--- src/rtl/key_load_ctrl.sv ---
`default_nettype none
// ============================================================================
// Module      : key_load_ctrl
// Description : Word-serial loader for a logic-locked core's key. It publishes
//               KEY and enables the core only after a complete load. Defining
//               KEYCTL_CHECK_EN adds a trailing XOR-checksum beat before the
//               key is accepted.
// Revision    : 1.0 - initial release
// ============================================================================
module key_load_ctrl #(
    parameter int KEY_W  = 64,
    parameter int WORD_W = 8
) (
    input  logic              CLK,
    input  logic              RN,
    input  logic              START,
    input  logic              CLEAR_KEY,
    input  logic [WORD_W-1:0] S_DATA,
    input  logic              S_VALID,
    output logic              S_READY,
    output logic [KEY_W-1:0]  KEY,
    output logic              KEY_VALID,
    output logic              CORE_EN,
    output logic              BUSY,
    output logic              ERR
);

    localparam int c_beats = KEY_W / WORD_W;
    localparam int c_cnt_w = (c_beats > 1) ? $clog2(c_beats) : 1;
    localparam logic [c_cnt_w-1:0] c_last = c_cnt_w'(c_beats - 1);

    typedef enum logic [2:0] {
        ST_IDLE  = 3'd0,
        ST_LOAD  = 3'd1,
        ST_CHECK = 3'd2,
        ST_DONE  = 3'd3,
        ST_ERROR = 3'd4
    } state_t;

    state_t             r_state;
    logic [c_cnt_w-1:0] r_cnt;
    logic [KEY_W-1:0]   r_shadow;
    logic [KEY_W-1:0]   r_key;
    logic [KEY_W-1:0]   w_shadow_nxt;
    logic               w_beat;
`ifdef KEYCTL_CHECK_EN
    logic [WORD_W-1:0]  r_chk;
`endif

    // Shadow including the word accepted this cycle, so DONE sees the full key.
    always_comb begin
        w_shadow_nxt = r_shadow;
        w_shadow_nxt[int'(r_cnt)*WORD_W +: WORD_W] = S_DATA;
    end

    assign w_beat = S_VALID & S_READY;

    always_ff @(posedge CLK) begin
        if (!RN) begin
            r_state  <= ST_IDLE;
            r_cnt    <= '0;
            r_shadow <= '0;
            r_key    <= '0;
`ifdef KEYCTL_CHECK_EN
            r_chk    <= '0;
`endif
        end else if (CLEAR_KEY) begin
            r_state  <= ST_IDLE;
            r_cnt    <= '0;
            r_shadow <= '0;
            r_key    <= '0;
`ifdef KEYCTL_CHECK_EN
            r_chk    <= '0;
`endif
        end else begin
            case (r_state)
                ST_LOAD: begin
                    if (w_beat) begin
                        r_shadow <= w_shadow_nxt;
`ifdef KEYCTL_CHECK_EN
                        r_chk    <= r_chk ^ S_DATA;
`endif
                        if (r_cnt == c_last) begin
`ifdef KEYCTL_CHECK_EN
                            r_state <= ST_CHECK;
`else
                            r_state <= ST_DONE;
                            r_key   <= w_shadow_nxt;
`endif
                        end else begin
                            r_cnt <= r_cnt + 1'b1;
                        end
                    end
                end
`ifdef KEYCTL_CHECK_EN
                ST_CHECK: begin
                    if (w_beat) begin
                        if (S_DATA == r_chk) begin
                            r_state <= ST_DONE;
                            r_key   <= r_shadow;
                        end else begin
                            r_state <= ST_ERROR;
                        end
                    end
                end
`endif
                ST_IDLE, ST_DONE, ST_ERROR: begin
                    // Any (re)load starts from a clean slate; the core loses its key at once.
                    if (START) begin
                        r_state  <= ST_LOAD;
                        r_cnt    <= '0;
                        r_shadow <= '0;
                        r_key    <= '0;
`ifdef KEYCTL_CHECK_EN
                        r_chk    <= '0;
`endif
                    end
                end
                default: begin
                    r_state <= ST_IDLE;
                    r_key   <= '0;
                end
            endcase
        end
    end

    assign KEY       = r_key;
    assign S_READY   = (r_state == ST_LOAD) || (r_state == ST_CHECK);
    assign BUSY      = (r_state == ST_LOAD) || (r_state == ST_CHECK);
    assign KEY_VALID = (r_state == ST_DONE);
    assign CORE_EN   = (r_state == ST_DONE);
`ifdef KEYCTL_CHECK_EN
    assign ERR       = (r_state == ST_ERROR);
`else
    assign ERR       = 1'b0;
`endif

endmodule
`default_nettype wire
--- config.mk ---
export PLATFORM = sky130hd
export DESIGN_NAME = key_load_ctrl
export DESIGN_NICKNAME = d
export VERILOG_FILES = /design/src/rtl/key_load_ctrl.sv
export SDC_FILE = /design/constraint.sdc
export NUM_CORES = 1
export LEC_CHECK = 0
export CORE_ASPECT_RATIO = 0.9
export CORE_UTILIZATION = 30
export CTS_CLUSTER_DIAMETER = 120
export DETAILED_ROUTE_END_ITERATION = 16
export GPL_TIMING_DRIVEN = 0
export HOLD_SLACK_MARGIN = 0.05
export MAX_ROUTING_LAYER = met4
export PLACE_DENSITY = 0.57
export SLEW_MARGIN = 30
export SYNTH_ARGS = -nofsm -noshare
export SYNTH_HDL_FRONTEND = slang
export SYNTH_SLANG_ARGS = --single-unit
--- constraint.sdc ---
create_clock -name CLK -period 4.3 [get_ports CLK]
set_clock_uncertainty 0.1 [all_clocks]
set_input_delay 0.645 -clock CLK [delete_from_list [all_inputs] [get_ports CLK]]
set_output_delay 0.645 -clock CLK [all_outputs]
set_load 0.01 [all_outputs]
Word level (Yosys, flattened, before mapping)
Cells that the tools add are included.

Add/sub/neg operators: 2. Eq/ne operators: 9. Shift operators: 2. Muxes and demuxes: 15. Bitwise logic cells: 2. Reductions and logical operators: 8.

Operators by type and width (count): $mux W64 (4); $pmux W64 S2 (2); $bwmux W64 (1); $shift A8 B33 Y64 const A (1); $shiftx A8 B33 Y64 (1); $neg A6 Y33 (1); $mux W3 (6); $pmux W3 S2 (2); $ne A2 B2 Y1 const B (4); $eq A3 B2 Y1 const B (2); $eq A3 B3 Y1 const B (2); $reduce_and A3 Y1 (2); $reduce_and A4 Y1 (1); $add A3 B1 Y3 const B (1); $eq A3 B1 Y1 const B (1); $logic_not A3 Y1 (1); $reduce_or A3 Y1 (1); $reduce_bool A2 Y1 (1); $reduce_or A2 Y1 (1); $and A1 B1 Y1 (1); $logic_or A1 B1 Y1 (1); $not A1 Y1 (1).

Flip-flop bits (word level): 134. Input bits: 13. Output and inout port bits: 69.

Longest topological paths before layout
Gate-level depths: netlist of the first run.

Depth in word-level cells: 6. Mapped depth: 11. Mapped depth without buffers: 7.

Worst setup path before layout of the first run
Ideal clock, no wire load.

Path type: reg2reg. Start: register r_cnt[0]. End: register r_shadow[10]. Arrival: 2.337 ns. Data required time: 4.083 ns. Slack: 1.746 ns. Cell stages (with the launch flop): 11. Buffers on the path: 3. Clock period less this slack: 2.554 ns. Cells stage by stage: dfxtp_1 > buf_2 > inv_1 > ha_1 > ha_1 > buf_2 > nand4b_1 > buf_2 > a2111oi_0 > nor2_1 > a32o_1.

Cells in the longest elaborated chain, start to end: 5. Elaborated cells between the ends (all ways): 6. Classes of those cells: add/sub (1); shift (2); mux (3).

RTL lines: start: declaration (line 41) `logic [c_cnt_w-1:0] r_cnt;`; start signal: assignment (line 91) `r_cnt <= r_cnt + 1'b1;`; $neg A6 Y33 (*) (line 53) `w_shadow_nxt[int'(r_cnt)*WORD_W +: WORD_W] = S_DATA;`; $shiftx A8 B33 Y64 / $shift A8 B33 Y64 (equally long branches) (line 53); $bwmux W64 (*) (line 53); $mux W64 (*) (line 78) `if (w_beat) begin`; $pmux W64 S2 (*) (line 76) `case (r_state)`; end signal: assignment (line 79) `r_shadow <= w_shadow_nxt;`; end: declaration (line 42) `logic [KEY_W-1:0] r_shadow;`.

Mark *: on every way between the ends. The rest lies on a longest branch, timed or not. The select of a mux whose other input is x is not followed. A chain may end at the register's enable or synchronous reset.

Worst setup path after layout of the first run
Start: register r_cnt[0]. End: register r_shadow[9].

The elaborated chain is that of the path after synthesis.

==> results.sh, run 1 <==
export IMPL_final_cell_mix="dfxtp_1 (133), clkdlybuf4s50_1 (80), mux2i_1 (40), o2bb2ai_1 (40)"
export IMPL_place_congestion=0.838
export IMPL_max_freq_ghz=0.325
export IMPL_hpwlAfterDp_um=10400
export IMPL_row_count=45
export IMPL_met3_length_um=655
export IMPL_cap_violations=0
export IMPL_worst_slew_pin_slew_ns=0.839
export IMPL_min_period_ns=3.08
export IMPL_hold_start="r_shadow[63]$_SDFFE_PP0P_"
export IMPL_io_pins=82
export IMPL_ys_flop_type="dfxtp_1"
export IMPL_antenna_found_initial=0
export IMPL_cts_path_max_buffers=2
export IMPL_grt_use_total_pct=17.9
export IMPL_cts_made_buffers=17
export IMPL_synth_edf_count=0
export IMPL_status="finished, final reports clean"
export IMPL_synthArstFlopShare_pct=0
export IMPL_slowest_delay_ns=0.56
export IMPL_regToRegStartpoint="r_cnt[0]$_SDFFE_PP0P_"
export IMPL_syn_area_per_cell_um2=11.6
export IMPL_crit_required_ns=4.51
export IMPL_start_kind="register"
export IMPL_start_util_pct=31.0
export IMPL_cts_resized=0
export IMPL_finalSetupViolCount=0
export IMPL_crit_fanout=10
export IMPL_path_class="reg -> reg"
export IMPL_dieArea_um2=18200
export IMPL_path_cells="buf_2 -> inv_1 -> ha_1 -> ha_1 -> nand4b_1 -> buf_2 -> a2111oi_0 -> nor2_1 -> a32o_1"
export IMPL_diodes=0
export IMPL_crit_arrival_ns=3.29
export IMPL_hold_buffers=0
export IMPL_clkSinkCount=133
export IMPL_dr_total_vias=4191
export IMPL_overflow=0
export IMPL_yosysSeqAreaShare_pct=50.3
export IMPL_viasPerCell=5.22
export IMPL_rr_worst_depth=9
export IMPL_routed_wl_um=15300
export IMPL_fillCellCount=1617
export IMPL_dr_pass1_iters=5
export IMPL_nets=576
export IMPL_clock_latency_ns=0.42
export IMPL_synthesis_nets=477
export IMPL_tritoncts="built"
export IMPL_cts_root_buf="clkbuf_16"
export IMPL_grt_max_degree=17
export IMPL_yosys_warnings=0
export IMPL_die_x_um=142
export IMPL_final_area_um2=7000
export IMPL_drc=0
export IMPL_grt_pass1_wl_um=23500
export IMPL_wl_met1_um=7110
export IMPL_synthCells=456
export IMPL_slowest_stage="a2111oi_0"
export IMPL_hold_class="reg -> reg"
export IMPL_htree_levels=4
export IMPL_end_kind="register"
export IMPL_relSlewSlack_pct=44.1
export IMPL_timing_final_crit_share_pct=71.6
export IMPL_ant_nets=0
export IMPL_finalMaxSlewViolations=0
export IMPL_wl_per_cell_um=19.1
export IMPL_hold_viol=0
export IMPL_crit_start="r_cnt[0]$_SDFFE_PP0P_"
export IMPL_cellLeakagePower_nw=2.48
export IMPL_r2r_end="r_shadow[9]$_SDFFE_PP0P_"
export IMPL_drive_gt1_share_pct=11.4
export IMPL_drtIter0Drc=271
export IMPL_core_um2=17100
export IMPL_tns_ns=0
export IMPL_highest_layer="met4"
export IMPL_port_buffers=80
export IMPL_whs_endpoint="r_shadow[63]$_SDFFE_PP0P_"
export IMPL_r2r_slack_ns=1.22
export IMPL_dr_wl_met2_um=7300
export IMPL_cts_setup_buffers=0
export IMPL_syn_cell_area_um2=5290
export IMPL_utilization_pct=41.0
export IMPL_postPlaceCellArea_um2=6390
export IMPL_p_total_w=0.00284
export IMPL_ys_ff_latch=133
export IMPL_area_delta_synth_final_pct=32.2
export IMPL_netlist_cell_type_count=45
export IMPL_whs_path_depth=1
export IMPL_power_density_nw_per_um2=406
export IMPL_die_y_um=128
export IMPL_ir_drop_mv=0.235
export IMPL_final_common_cell="dfxtp_1"
export IMPL_rsz0062_at_grt="false"
export IMPL_clkSlewWorstSetupHoldPaths_ns=0.06
export IMPL_grt_pass1_vias=4145
==> through the flow <==
step | hold slack [ns] | cells | setup WS (ns)
after floorplan | 0.334 | 456 | 1.75
after global placement | 0.346 | 771 | 1.34
after detailed placement | 0.350 | 771 | 1.29
after CTS | 0.367 | 803 | 1.29
after global routing | 0.377 | 803 | 1.08
final | 0.365 | 803 | 1.22
==> kinds of logic after synthesis <==
kind of cell	share of synthesized area [%]
AOI/OAI and AO/OA	25.3
DFF	50.3
buffers and inverters	4.35
and+or+nand+nor	10.5
other	0.0709
muxes	7.56
adders and majority gates	1.89
==> power by group <==
group / internal, W / switching [W]
Sequential: 0.00124 / 0.00000180
Clock: 0.000940 / 0.000529
Combinational: 0.0000370 / 0.0000984
Total: 0.00221 / 0.000629
==> registers in the layout, summed over array words and instances (netlist names) <==
register  cells
KEY          64
r_shadow     64
r_cnt         3
r_state       2
==> worst max-delay path, delay by kind of cell, from the launching register on <==
| family | cells | cell delay (ns) |
|---|---|---|
| flops | 1 | 0.33 |
| simple gates | 2 | 0.38 |
| compound gates | 2 | 0.84 |
| buf+inv | 3 | 0.62 |
| fa+ha+maj | 2 | 0.69 |
==> routing by layer <==
layer	global-route usage, %	vias to the layer above
li1	-	2012
met1	22.1	2028
met2	28.7	130
met3	4.00	21
met4	6.51	0
met5	-	-
==> how the worst max path moves through the flow <==
stage,to,cells after the start
5_1_grt,r_shadow[13]$_SDFFE_PP0P_,10
6_report,r_shadow[9]$_SDFFE_PP0P_,9
2_1_floorplan,r_shadow[10]$_SDFFE_PP0P_,10
3_3_place_gp,r_shadow[9]$_SDFFE_PP0P_,10
3_5_place_dp,KEY[63]$_SDFFE_PP0P_,6
4_1_cts,r_shadow[11]$_SDFFE_PP0P_,10
==> layout make-up <==
type | count | area (µm²) | area share (%)
flip-flops and latches | 133 | 2660 | 38.0
multi-input cells | 271 | 2400 | 34.3
repair buffers | 80 | 801 | 11.4
clock buffers | 20 | 457 | 6.53
well taps | 235 | 294 | 4.20
plain buffers | 45 | 204 | 2.91
clock inverters | 12 | 154 | 2.20
inverters | 7 | 26.3 | 0.375
==> synthesized netlist by cell type, types with 2 or more instances <==
library cell / instances / area, µm²
dfxtp_1: 133 / 2660
mux2i_1: 40 / 400
o2bb2ai_1: 40 / 350
a22o_1: 32 / 280
a32o_1: 32 / 320
and3_1: 26 / 163
clkbuf_1: 25 / 93.8
a221o_1: 24 / 240
buf_2: 9 / 45.0
ha_1: 8 / 100
nor2b_1: 8 / 50.1
inv_1: 7 / 26.3
buf_4: 6 / 45.0
nor2_1: 5 / 18.8
buf_1: 4 / 15.0
nor3_1: 4 / 20.0
o22ai_2: 4 / 50.1
or4_1: 4 / 30.0
a21oi_1: 3 / 15.0
a21oi_2: 3 / 26.3
nand2b_1: 3 / 18.8
nor2_2: 3 / 18.8
o21ai_0: 3 / 15.0
or3_1: 3 / 18.8
a41o_1: 2 / 20.0
nand2_1: 2 / 7.51
nand3_1: 2 / 10.0
nor3_4: 2 / 32.5
nor4_4: 2 / 42.5
nor4bb_1: 2 / 20.0
Note: power is estimated with default switching activity, not from simulation.
==> run 2: changes to the inputs <==
--- a/config.mk
+++ b/config.mk
@@ -12,7 +12,7 @@
 export GPL_TIMING_DRIVEN = 0
 export HOLD_SLACK_MARGIN = 0.05
 export MAX_ROUTING_LAYER = met4
-export PLACE_DENSITY = 0.57
+export PLACE_DENSITY = 0.58
 export SLEW_MARGIN = 30
 export SYNTH_ARGS = -nofsm -noshare
 export SYNTH_HDL_FRONTEND = slang
==> constraint.sdc (replaced) <==
create_clock -name CLK -period 2.5 [get_ports CLK]
set_clock_uncertainty 0.1 [all_clocks]
set_input_delay 0.375 -clock CLK [delete_from_list [all_inputs] [get_ports CLK]]
set_output_delay 0.375 -clock CLK [all_outputs]
set_load 0.01 [all_outputs]
==> results.sh, run 2 (synthesis results as in run 1) <==
export IMPL_status="finished, final reports clean"
export IMPL_combPwrFrac_pct=5.8
export IMPL_relSlewSlack_pct=43.4
export IMPL_final_common_cell="dfxtp_1"
export IMPL_pwr_share_seq_pct=45.4
export IMPL_hold_viol=0
export IMPL_grt_pass1_vias=4288
export IMPL_whs_path_depth=1
export IMPL_row_count=45
export IMPL_regToRegStartpoint="r_cnt[0]$_SDFFE_PP0P_"
export IMPL_crit_fanout=10
export IMPL_timing_final_crit_share_pct=94.9
export IMPL_grt_max_degree=17
export IMPL_ir_drop_mv=0.450
export IMPL_rsz0062_at_grt="false"
export IMPL_die_x_um=142
export IMPL_crit_arrival_ns=2.64
export IMPL_final_cell_mix="dfxtp_1 (132), clkdlybuf4s50_1 (80), mux2i_1 (40), o2bb2ai_1 (40)"
export IMPL_p_total_w=0.00469
export IMPL_drc=0
export IMPL_end_kind="register"
export IMPL_clkSlewWorstSetupHoldPaths_ns=0.06
export IMPL_rr_worst_depth=10
export IMPL_htree_levels=4
export IMPL_port_buffers=80
export IMPL_dr_pass1_iters=5
export IMPL_dieArea_um2=18200
export IMPL_max_freq_ghz=0.421
export IMPL_start_kind="register"
export IMPL_die_y_um=128
export IMPL_tns_ns=0
export IMPL_ant_nets=0
export IMPL_wl_per_cell_um=18.8
export IMPL_crit_required_ns=2.76
export IMPL_grt_use_total_pct=18.1
export IMPL_finalSetupViolCount=0
export IMPL_p_int_w=0.00361
export IMPL_whs_endpoint="r_shadow[13]$_SDFFE_PP0P_"
export IMPL_cts_path_max_buffers=2
export IMPL_io_pins=82
export IMPL_routed_wl_um=15400
export IMPL_path_class="reg -> reg"
export IMPL_core_um2=17100
export IMPL_antenna_found_initial=0
export IMPL_r2r_slack_ns=0.13
export IMPL_nets=593
export IMPL_min_period_ns=2.37
export IMPL_power_density_nw_per_um2=651
export IMPL_cts_root_buf="clkbuf_16"
export IMPL_clkSinkCount=133
export IMPL_place_congestion=0.854
export IMPL_clock_latency_ns=0.42
export IMPL_swShare_pct=23.0
export IMPL_r2r_end="r_shadow[59]$_SDFFE_PP0P_"
export IMPL_clkPwrFrac_pct=48.8
export IMPL_start_util_pct=31.0
export IMPL_cts_made_buffers=17
export IMPL_cellLeakagePower_nw=2.59
export IMPL_viasPerCell=5.16
export IMPL_dr_total_vias=4223
export IMPL_fillCellCount=1624
export IMPL_hold_class="reg -> reg"
export IMPL_finalMaxSlewViolations=0
export IMPL_diodes=0
export IMPL_cap_violations=0
export IMPL_area_delta_synth_final_pct=36.0
export IMPL_worst_slew_pin_slew_ns=0.849
export IMPL_p_switching_w=0.00108
export IMPL_tritoncts="built"
export IMPL_hpwlAfterDp_um=10200
export IMPL_drtIter0Drc=255
export IMPL_overflow=0
export IMPL_drive_gt1_share_pct=16.3
export IMPL_hold_start="r_shadow[13]$_SDFFE_PP0P_"
export IMPL_grt_pass1_wl_um=23700
==> run 2: through the flow <==
stage / area [µm²] / hold WS [ns] / util, % / cells / worst slack, ns
global placement: 6390 / 0.346 / 37.5 / 771 / -0.336
finish: 7200 / 0.363 / 42.2 / 819 / 0.127
detailed placement: 6390 / 0.350 / 37.5 / 771 / -0.368
floorplan: 5300 / 0.334 / - / 456 / 0.0158
global route: 7200 / 0.385 / 42.2 / 819 / 0.00480
CTS: 7140 / 0.367 / 41.9 / 816 / 0.0141
==> run 2: worst max path at each step <==
stage,from,endpoint,slack (ns),depth (start not counted)
floorplan,r_cnt[0]$_SDFFE_PP0P_,r_shadow[10]$_SDFFE_PP0P_,0.02,10
global route,r_cnt[0]$_SDFFE_PP0P_,r_shadow[52]$_SDFFE_PP0P_,0.005,10
CTS,r_state[0]$_SDFFE_PP0P_,KEY[38]$_SDFFE_PP0P_,0.01,9
finish,r_cnt[0]$_SDFFE_PP0P_,r_shadow[59]$_SDFFE_PP0P_,0.13,10
detailed placement,r_cnt[0]$_SDFFE_PP0P_,r_shadow[8]$_SDFFE_PP0P_,-0.37,10
global placement,r_cnt[0]$_SDFFE_PP0P_,r_shadow[9]$_SDFFE_PP0P_,-0.34,10
==> run 2: per-layer routing <==
layer	vias up	routed length [µm]	GRT usage, %
met2	110	7220	28.4
li1	2039	-	-
met1	2044	6880	21.9
met4	0	339	8.22
met3	30	934	4.59
met5	-	0	-
==> run 2: layout make-up <==
class | instances | area [µm²] | share of cell area (%)
Clock buffer | 20 | 457 | 6.34
Inverter | 7 | 28.8 | 0.400
Multi-Input combinational cell | 271 | 2490 | 34.6
Sequential cell | 133 | 2660 | 37.0
Buffer | 44 | 228 | 3.16
Clock inverter | 11 | 85.1 | 1.18
Tap cell | 235 | 294 | 4.08
Timing Repair Buffer | 98 | 952 | 13.2
==> run 2: power groups by stage <==
stage / clock (W) / combinational [W] / sequential (W)
floorplan: 0 / 0.000124 / 0.00217
global placement: 0 / 0.000224 / 0.00217
detailed placement: 0 / 0.000228 / 0.00217
CTS: 0.00233 / 0.000254 / 0.00213
global route: 0.00244 / 0.000286 / 0.00213
finish: 0.00229 / 0.000271 / 0.00213
==> run 2: what timing repair did <==
item / in CTS / in global routing
buffers inserted: 14 / 4
setup endpoints to repair: 118 / 122
gates resized for setup: 23 / 10
hold buffers: 0 / 0
pin swaps: 8 / 2
==> run 2: critical path: stages, from the launching register on <==
cell and delay (ns):
dfxtp_1 0.32, buf_6 0.11, inv_1 0.08, ha_2 0.21, ha_1 0.16, buf_6 0.15, nor4b_1 0.06, buf_4 0.20
or4_4 0.44, a21oi_4 0.28, a32o_1 0.18
==> run 3: changes to the inputs <==
--- a/config.mk
+++ b/config.mk
@@ -6,13 +6,13 @@
 export NUM_CORES = 1
 export LEC_CHECK = 0
 export CORE_ASPECT_RATIO = 0.9
-export CORE_UTILIZATION = 30
-export CTS_CLUSTER_DIAMETER = 120
+export CORE_UTILIZATION = 48
+export CTS_CLUSTER_DIAMETER = 150
 export DETAILED_ROUTE_END_ITERATION = 16
 export GPL_TIMING_DRIVEN = 0
 export HOLD_SLACK_MARGIN = 0.05
 export MAX_ROUTING_LAYER = met4
-export PLACE_DENSITY = 0.58
+export PLACE_DENSITY = 0.82
 export SLEW_MARGIN = 30
 export SYNTH_ARGS = -nofsm -noshare
 export SYNTH_HDL_FRONTEND = slang
==> results.sh, run 3 (synthesis results as in run 1) <==
export IMPL_grt_use_total_pct=26.5
export IMPL_crit_required_ns=2.75
export IMPL_ant_nets=0
export IMPL_cts_path_max_buffers=2
export IMPL_worst_slew_pin_slew_ns=0.883
export IMPL_rsz0062_at_grt="true"
export IMPL_postPlaceCellArea_um2=6260
export IMPL_place_congestion=0.916
export IMPL_hold_class="reg -> reg"
export IMPL_wl_per_cell_um=20.4
export IMPL_hold_buffers=0
export IMPL_final_area_um2=7030
export IMPL_clkSlewWorstSetupHoldPaths_ns=0.06
export IMPL_cap_violations=0
export IMPL_place_ws_ns=-0.381
export IMPL_grt_pass1_wl_um=22100
export IMPL_antenna_found_initial=0
export IMPL_io_pins=82
export IMPL_area_delta_synth_final_pct=32.8
export IMPL_cellLeakagePower_nw=2.57
export IMPL_start_kind="register"
export IMPL_timing_final_crit_share_pct=97.3
export IMPL_finalMaxSlewViolations=0
export IMPL_dieArea_um2=11500
export IMPL_clock_latency_ns=0.41
export IMPL_routed_wl_um=14300
export IMPL_viasPerCell=6.19
export IMPL_hold_viol=0
export IMPL_drive_gt1_share_pct=15.7
export IMPL_crit_arrival_ns=2.68
export IMPL_power_density_nw_per_um2=699
export IMPL_cts_made_buffers=17
export IMPL_min_period_ns=2.43
export IMPL_grt_pass1_vias=4229
export IMPL_core_um2=10500
export IMPL_final_cell_mix="dfxtp_1 (130), clkdlybuf4s50_1 (80), mux2i_1 (40), o2bb2ai_1 (40), a22o_1 (32)"
export IMPL_grt_max_degree=17
export IMPL_htree_levels=4
export IMPL_ir_drop_mv=0.435
export IMPL_tritoncts="built"
export IMPL_row_count=35
export IMPL_die_y_um=102
export IMPL_diodes=0
export IMPL_status="finished, final reports clean"
export IMPL_p_total_w=0.00492
export IMPL_overflow=0
export IMPL_max_freq_ghz=0.411
export IMPL_clkSinkCount=133
export IMPL_final_common_cell="dfxtp_1"
export IMPL_dr_pass1_iters=4
export IMPL_cts_root_buf="clkbuf_16"
export IMPL_path_class="reg -> reg"
export IMPL_relSlewSlack_pct=41.2
export IMPL_start_util_pct=50.6
export IMPL_hpwlAfterDp_um=9150
export IMPL_nets=581
export IMPL_crit_fanout=10
export IMPL_end_kind="register"
export IMPL_die_x_um=113
export IMPL_finalSetupViolCount=0
export IMPL_drc=0
export IMPL_port_buffers=80
export IMPL_dr_total_vias=4345
export IMPL_drtIter0Drc=223
export IMPL_fin_ws_ns=0.0677
==> run 3: routing by layer <==
layer / routed length [µm] / GRT usage [%] / up-vias
met5: 0 / - / -
met4: 342 / 12.1 / 0
met3: 808 / 5.51 / 27
met2: 6990 / 43.9 / 173
met1: 6200 / 31.2 / 2131
li1: - / - / 2014
==> run 3: where the power goes <==
group          internal (W)  switching, W  leakage (nW)
Combinational     0.0000767      0.000176          1.19
Sequential          0.00212    0.00000305          1.07
Clock               0.00162      0.000916         0.300
Total               0.00382       0.00109          2.57
==> run 3: worst max-delay path, cell delays in order (launching register included) <==
cell	delay, ns
dfxtp_2	0.33
buf_6	0.09
inv_1	0.05
ha_2	0.21
ha_1	0.20
buf_6	0.15
nand2b_1	0.16
or3_1	0.30
buf_4	0.17
nor4_4	0.31
buf_4	0.17
a22o_1	0.13
==> run 3: final cells by class <==
type,count,area [µm²]
multi-input cells,271,2490
fillers,763,3440
repair buffers,86,846
well taps,129,161
inverters,7,26.3
clock inverters,12,153
flip-flops and latches,133,2670
clock buffers,20,457
plain buffers,44,233
==> run 3: worst paths after layout <==
path | from | to | slack [ns] | depth (start not counted)
max | r_cnt[0]$_SDFFE_PP0P_ | r_shadow[16]$_SDFFE_PP0P_ | 0.07 | 11
min | KEY[25]$_SDFFE_PP0P_ | KEY[25]$_SDFFE_PP0P_ | 0.36 | 1
max reg2reg | r_cnt[0]$_SDFFE_PP0P_ | r_shadow[16]$_SDFFE_PP0P_ | 0.07 | 11
min reg2reg | KEY[25]$_SDFFE_PP0P_ | KEY[25]$_SDFFE_PP0P_ | 0.36 | 1
==> run 3: metrics by stage <==
stage	cells	hold slack, ns	setup TNS [ns]	utilization (%)
global placement	665	0.347	-10.46	59.8
finish	702	0.359	0	67.2
detailed placement	665	0.347	-20.00	59.8
CTS	701	0.365	0	66.8
floorplan	456	0.334	0	-
global route	702	0.376	-0.197	67.2
==> run 3: what timing repair did <==
action / in CTS / in global routing
setup buffers: 4 / 2
setup endpoints to repair: 118 / 112
pin swaps: 5 / 4
resized for setup: 22 / 17
endpoints found under the hold margin: 0 / 0
==> variant, RTL diff (flow settings as in run 3) <==
Re-encode `state_t` (5 states) as Gray code, 3 bits wide.
--- a/src/rtl/key_load_ctrl.sv
+++ b/src/rtl/key_load_ctrl.sv
@@ -32,7 +32,7 @@
     typedef enum logic [2:0] {
-        ST_IDLE  = 3'd0,
-        ST_LOAD  = 3'd1,
-        ST_CHECK = 3'd2,
-        ST_DONE  = 3'd3,
-        ST_ERROR = 3'd4
+        ST_IDLE  = 3'b000,
+        ST_LOAD  = 3'b001,
+        ST_CHECK = 3'b011,
+        ST_DONE  = 3'b010,
+        ST_ERROR = 3'b110
     } state_t;
Function: same outputs for any inputs over 10 cycles, from zero or initial values; not proved beyond that.
==> variant against run 3 <==
  * Clock power down 3%
  * Setup slack worse by 0.047 ns
  * Total power is 3.1% lower
  * Critical endpoint is now r_shadow[35]
  * Cell count increased by 14%
  * Final area rose by 1.4%
  * Synthesized area grew 1.5%
  * Sequential cell count unchanged
  * Non-clock buffer count up 11
  * Via count increased by 9.9%
  * Wire length grew 7.7%
==> variant: results (changes against run 3) <==
place_congestion: 0.923  # was 0.916
vias: 4775  # was 4345
cts_resized: 15  # was 22
slowest_delay_ns: 0.57  # was 0.33 ns
synth_mux_area_frac: 0.0745  # was 0.0757
cpMaxStageDelayCell: "or4_4"  # was dfxtp_2
place_area_um2: 6400  # was 6260 um^2
avgSynthCellArea_um2: 10.1  # was 11.6 um^2
grtUsageMet3: 0.0563  # was 0.0551
drive_gt1_frac: 0.141  # was 0.157
grt_use_met1: 0.339  # was 0.312
critical_path.max_fanout: 8  # was 10
irDropWorstVdd_uv: 524  # was 435 uV
finalNonFillerCells: 803  # was 702
grt_pass1_wl_mm: 23.9  # was 22.1 mm
syn_nets: 551  # was 477
synth_compound_area_frac: 0.233  # was 0.253
cp-endpoint: "r_shadow[35]"  # was r_shadow[16]
wl_mm: 15.4  # was 14.3 mm
yosysUniqueCellTypes: 47  # was 45
dr.pass1.iters: 5  # was 4
cp_data_arrival_time_ns: 2.69  # was 2.68 ns
switchingPower_mw: 1.08  # was 1.09 mW
dp_hpwl_mm: 10.0  # was 9.15 mm
p_leak_nw: 2.68  # was 2.57 nW
status: "finished clean"  # unchanged
use_met2: 0.449  # was 0.439
drtIter0Drc: 437  # was 223
route.met3.wl_mm: 1.29  # was 808 um
synth_fa_ha_area_frac: 0.0116  # was 0.0189
holdPathEnd: "KEY[27]"  # was KEY[25]
grt_pass1_vias: 4617  # was 4229
numPortBuffers: 80  # unchanged
synthTopCellsByArea: "dfxtp_1 (50%), o2bb2ai_1 (9.1%), mux2i_1 (7.5%)"  # was dfxtp_1 (50%), mux2i_1 (7.6%), o2bb2ai_1 (6.6%)
drt-met1-wl_mm: 6.42  # was 6.20 mm
clock_latency_ns: 0.43  # was 0.41 ns
min_from: "KEY[27]"  # was KEY[25]
rrSetupSlack_ns: 0.02  # was 0.07 ns
r2r_cells: 9  # was 11
grt.total_usage: 0.280  # was 0.265
pg_comb_uw: 186  # was 252 uW
synth_commonest_cells: "dfxtp_1 (133), o2bb2ai_1 (56), a21oi_1 (49), nand3_1 (48), mux2i_1 (40)"  # was dfxtp_1 (133), mux2i_1 (40), o2bb2ai_1 (40), a22o_1 (32), a32o_1 (32)
wl_met2_mm: 7.34  # was 6.99 mm
postCtsSetupBuffers: 3  # was 4
hold_path_class: "reg -> reg"  # unchanged
tightest_slew_ns: 0.749  # was 0.883 ns
[variant: changes by cell type after synthesis, sizes merged, moves of 7 or more]
cell     before  now
a21o          0    9
a21oi         6   49
a221o        24    0
a32o         32    8
and3         26    2
nand2         2   24
nand3         2   48
nor2          8   24
nor2b         9    2
o2bb2ai      40   56
[variant: cell type report]
class	count	area, um^2
Sequential cell	133	2670
Clock inverter	12	130
Tap cell	152	190
Timing Repair Buffer	91	906
Clock buffer	20	457
Buffer	50	254
Inverter	4	15.0
Multi-Input combinational cell	341	2510
Fill cell	832	3730
[variant: through the flow]
step | hold slack (ns) | util | worst slack, ns | setup TNS, ns
floorplan | 0.348 | - | 0.00748 | 0
global placement | 0.344 | 0.590 | -0.201 | -7.15
detailed placement | 0.346 | 0.590 | -0.280 | -14.27
CTS | 0.364 | 0.652 | 0.00301 | 0
global route | 0.372 | 0.657 | -0.00453 | -0.00654
finish | 0.360 | 0.657 | 0.0205 | 0
